### src/rtl/expression_pkg.sv
// Shared types and constants for the serial infix-expression checker.
// Contents:
//   state_t      - FSM state encoding (S_START / S_DIGIT / S_ERR), 2 bits
//   char_class_t - character class produced by the classifier (DIGIT / OP / OTHER)
//   ASCII_*      - character codes the classifier decodes
package expression_pkg;

    typedef enum logic [1:0] {
        S_START = 2'd0,
        S_DIGIT = 2'd1,
        S_ERR   = 2'd2
    } state_t;

    typedef enum logic [1:0] {
        DIGIT = 2'd0,
        OP    = 2'd1,
        OTHER = 2'd2
    } char_class_t;

    localparam logic [7:0] ASCII_0    = 8'h30;
    localparam logic [7:0] ASCII_9    = 8'h39;
    localparam logic [7:0] ASCII_PLUS = 8'h2B;
    localparam logic [7:0] ASCII_STAR = 8'h2A;

endpackage

### src/rtl/expr_char_class.sv
// Purely combinational character classifier.
// Ports:
//   in  - 8-bit ASCII character
//   cls - DIGIT for '0'..'9', OP for '+' or '*', OTHER for every other code
module expr_char_class
    import expression_pkg::*;
(
    input  logic [7:0]  in,
    output char_class_t cls
);

    always_comb begin
        cls = OTHER;
        if (in >= ASCII_0 && in <= ASCII_9) begin
            cls = DIGIT;
        end else if (in == ASCII_PLUS || in == ASCII_STAR) begin
            cls = OP;
        end
    end

endmodule

### src/rtl/expression_fsm.sv
// Moore FSM that checks, one ASCII character per clock, whether the characters
// received since the last clear form a legal single-digit infix expression
// (digit, op, digit, ..., digit with op in {+, *}).
// Ports:
//   clk - system clock, rising edge
//   clr - asynchronous active-low clear; holds the FSM in S_START while low
//   in  - character consumed on every rising edge while clr is high
//   out - 1 only in S_DIGIT (legal, complete expression so far)
module expression_fsm
    import expression_pkg::*;
(
    input  logic       clk,
    input  logic       clr,
    input  logic [7:0] in,
    output logic       out
);

    state_t      state_q;
    state_t      state_d;
    char_class_t cls;

    expr_char_class u_char_class (
        .in  (in),
        .cls (cls)
    );

    always_ff @(posedge clk or negedge clr) begin
        if (!clr) begin
            state_q <= S_START;
        end else begin
            state_q <= state_d;
        end
    end

    always_comb begin
        state_d = S_ERR;
        unique case (state_q)
            S_START: begin
                if (cls == DIGIT) state_d = S_DIGIT;
            end
            S_DIGIT: begin
                if (cls == OP) state_d = S_START;
            end
            S_ERR:   state_d = S_ERR;
            // Unused encoding falls into the sticky error state.
            default: state_d = S_ERR;
        endcase
    end

    assign out = (state_q == S_DIGIT);

endmodule

### config.mk
export PLATFORM = sky130hd
export DESIGN_NAME = expression_fsm
export DESIGN_NICKNAME = d
export VERILOG_FILES = /design/src/rtl/expression_pkg.sv /design/src/rtl/expr_char_class.sv /design/src/rtl/expression_fsm.sv
export SDC_FILE = /design/constraint.sdc
export NUM_CORES = 1
export LEC_CHECK = 0
export CAP_MARGIN = 20
export CORE_AREA = 5 5 42 44
export DETAILED_ROUTE_END_ITERATION = 8
export DIE_AREA = 0 0 47 49
export DONT_BUFFER_PORTS = 1
export PLACE_DENSITY = 0.3
export SKIP_LAST_GASP = 1
export SYNTH_ARGS = -nofsm -noshare
export SYNTH_HDL_FRONTEND = slang
export SYNTH_SLANG_ARGS = --single-unit
### constraint.sdc
create_clock -name clk -period 2.1 [get_ports clk]
set_input_delay 0.42 -clock clk [delete_from_list [all_inputs] [get_ports clk]]
set_output_delay 0.42 -clock clk [all_outputs]
set_load 0.05 [all_outputs]
## Yosys cells after proc, flatten, opt, wreduce, memory -nomap -nowiden

Cells that the tools add are included.

- $add $sub $neg: 0
- $mul: 0
- Div/mod/pow operators: 0
- Magnitude comparators: 2
- Eq/ne operators: 4
- Shift-type cells: 0
- Multiplexer cells: 5
- Bitwise gates (word level): 0
- Reduce and logical (&&, ||, !) cells: 4

Operators with widths:

| cell | number |
|---|---|
| $eq A8 B6 Y1 const B | 2 |
| $ge A8 B6 Y1 const B | 1 |
| $le A8 B6 Y1 const B | 1 |
| $mux W2 | 4 |
| $eq A2 B1 Y1 const B | 2 |
| $logic_not A2 Y1 | 2 |
| $pmux W2 S2 | 1 |
| $logic_and A1 B1 Y1 | 1 |
| $logic_or A1 B1 Y1 | 1 |

- Register bits: 2
- Latch bits: 0
- Memory bits (writable): 0
- Bits in read-only memories: 0
- Input port bits: 10
- Word-level logic and storage cells: 16
- Memories: 0

## Depth between registers and ports, before layout

- Depth in word-level cells: 7
- Mapped depth: 3

## By module

Synthesis repeated with hierarchy kept, for this count alone.

- Cells, all modules: 12
- Area, all modules: 126.4 µm²

Modules (own cells, without submodules):

| module | times used | cells each | area an instance (µm²) |
|---|---|---|---|
| expression_fsm | 1 | 6 | 77.6 |
| expr_char_class | 1 | 6 | 48.8 |

## Least setup slack after synthesis

Ideal clock, no wire load.

- Path type: reg2out
- Start point: register state_q[1]
- End point: output out
- Arrival time: 1.069 ns
- Required time: 1.680 ns
- Slack: 0.611 ns
- Cell stages (with the launch flop): 2
- Buffers on the path: 0
- Cell sequence: dfrtp_1 > nor2b_1

- Word-level cells in the longest chain between the ends: 1

RTL lines:

| element | RTL line | source |
|---|---|---|
| start, declared | expression_fsm.sv:18 | `state_t state_q;` |
| start signal, assigned | expression_fsm.sv:31 | `state_q <= state_d;` |
| $eq A2 B1 Y1 | expression_fsm.sv:50 | `assign out = (state_q == S_DIGIT);` |
| end, declared | expression_fsm.sv:15 | `output logic out` |

No other way between the ends.

## Final worst setup path

Same ends and word-level chain as after synthesis.

==> reports/qor.csv <==
metric;value;unit
stdcell_area;169;sq um
post_cts_buffers;0;
hold_violations;0;
drt_iter0_drc;1;
largest_reg_flops;2;
wl_per_cell;10.9;microns
crit_path_end_kind;primary output;
cts-root-buf;clkbuf_4;
io_pins;11;
netSwitchingPower;22.7;uW
ys_types;9;
drc;0;
overflow;0;
syn_area_per_cell;10.9;sq um
setup_tns;0;ns
viasPerCell;3.32;
worst_slew_pin_slew;0.262;ns
die-area;2300;sq um
cts_made_buffers;3;
setup_violations;0;
final_cell_count_no_fill;31;
r2r_start;state_q[0];
htree_levels;1;
syn_area;109;sq um
status;completed;
p_int;105;uW
drive_above_1_share;0.333;
gp_congestion;0.756;
slew_headroom;0.823;
grt_pass1_vias;139;
ir_drop;0.0730;mV
pwr-share-clk;0.659;
fin_crit_sh;0.633;
powerDensity;755;nW/um^2
largest_registers;state_q (2);
grt_use_total;0.0430;
worstSetupPathType;reg -> out;
start_util;0.0777;
start_kind;flip-flop;
cp_max_fo;2;
cts_tree;yes;
syn2layout_area_growth;55.2;%
drt-total-wl;337;microns
final.min_clock_period;1.33;ns
synth_fp_nets;20;
cts.repair.resized;0;
die_x;47;microns
antennaDiodeCount;0;
synth_seq_cells;2;
dp_cells;27;
io_buffers;0;
row_count;14;
nets;27;
pwr-share-comb;0.036;
grt_pass1_wl;538;microns
hp-class;in -> reg;
clock_latency;0.22;ns
cts_hold_buf;1;
cp_slowest_cell;dfrtp_1;
largest_register;state_q;
num_vias;103;
cts.clk_slew.worst_paths;0.03;ns
yosysSeqAreaShare;0.460;
cp.required;1.68;ns
crit_path_start;state_q[1];
place_area;136;sq um
first_pass_iters;4;
grt_max_degree;4;
cap_viol_max_count;0;
netlist_instances;10;
ant_nets;0;
worstPathArrival;0.91;ns
yosysWarnings;0;
max_freq;752;MHz
grt_antenna_before_repair;0;
core;1400;sq um
swShare;0.178;
fin_skew;0.000171;ns
cts_buffer_depth;2;
seqPwrFrac;0.305;
clkSinkCount;2;
p_leak;0.0587;nW
maxSlewViolCount;0;
die_y;49;microns
critPathTopFamily;flip-flops;
crit_path_cell_trace;nor2b_1 -> buf_4;
grt_setup_unrepaired;false;
path_buf_inv;1;
final.fill_count;170;
slowest_delay;0.38;ns
min-delay-start;in[7];
[through the flow]
stage          worst slack (ns)  hold WS, ns  power, mW    util
6_report                  0.770        0.331      0.127   0.121
5_1_grt                   0.702        0.351      0.137   0.121
4_1_cts                   0.755        0.328      0.135   0.121
3_5_place_dp              0.999        0.124     0.0417  0.0973
3_3_place_gp               1.00        0.125     0.0416  0.0973
2_1_floorplan             0.611        0.124     0.0415       -
[synthesized netlist by cell type (all sizes together)]
cell | instances | area [sq um]
and2 | 1 | 6.26
nor2b | 1 | 6.26
dfrtp | 2 | 50.1
o21ai | 2 | 10.0
nand2 | 1 | 3.75
nor4b | 2 | 23.8
and3b | 1 | 8.76
[cell type report]
type | count | area, sq um | share of cell area
repair buffers | 2 | 17.5 | 0.104
well taps | 16 | 20.0 | 0.119
multi-input cells | 8 | 58.8 | 0.348
flip-flops and latches | 2 | 50.0 | 0.296
clock buffers | 3 | 22.5 | 0.133
[cell usage in the layout (no fill, tap or decap), drive strengths merged]
cell type	netlist	layout
and2	1	1
and3b	1	1
buf	0	1
clkbuf	0	3
dfrtp	2	2
dlygate4sd3	0	1
nand2	1	1
nor2b	1	1
nor4b	2	2
o21ai	2	2
[routing by layer]
| metal | vias to the layer above | wire length, microns | global-route usage |
|---|---|---|---|
| li1 | 47 | - | - |
| met1 | 42 | 76 | 0.0242 |
| met2 | 12 | 89 | 0.0385 |
| met3 | 2 | 155 | 0.0664 |
| met4 | 0 | 15 | 0.0691 |
| met5 | - | 0 | 0 |
[path summary, 6_finish.rpt]
path / end / slack (ns) / cells after the start
max in group asynchronous: state_q[0] / 1.53 / 1
hold reg to reg: state_q[1] / 0.52 / 2
setup / recovery: out / 0.77 / 2
setup reg to reg: state_q[1] / 1.23 / 3
min in group asynchronous: state_q[1] / 0.44 / 1
hold / removal: state_q[1] / 0.33 / 2
[worst register-to-register path: stages, from the launching register on]
cell and delay [ns]:
dfrtp_1 0.34, nand2_1 0.05, nor4b_1 0.25, o21ai_1 0.09
[logic make-up (layout without fill, tap and decap cells)]
group | count (synthesis) | count (layout) | share of synthesized area
DFF | 2 | 2 | 0.460
and+or+nand+nor | 6 | 6 | 0.448
buffers and inverters | 0 | 5 | 0
AOI/OAI and AO/OA | 2 | 2 | 0.0919
[power groups by stage]
stage	clock (mW)	sequential, mW	combinational [mW]
after floorplan	0	0.0393	0.00222
after CTS	0.0912	0.0388	0.00454
after detailed placement	0	0.0393	0.00243
after global routing	0.0931	0.0388	0.00522
after global placement	0	0.0393	0.00237
final	0.0841	0.0388	0.00459
(Power assumes the default switching activity.)
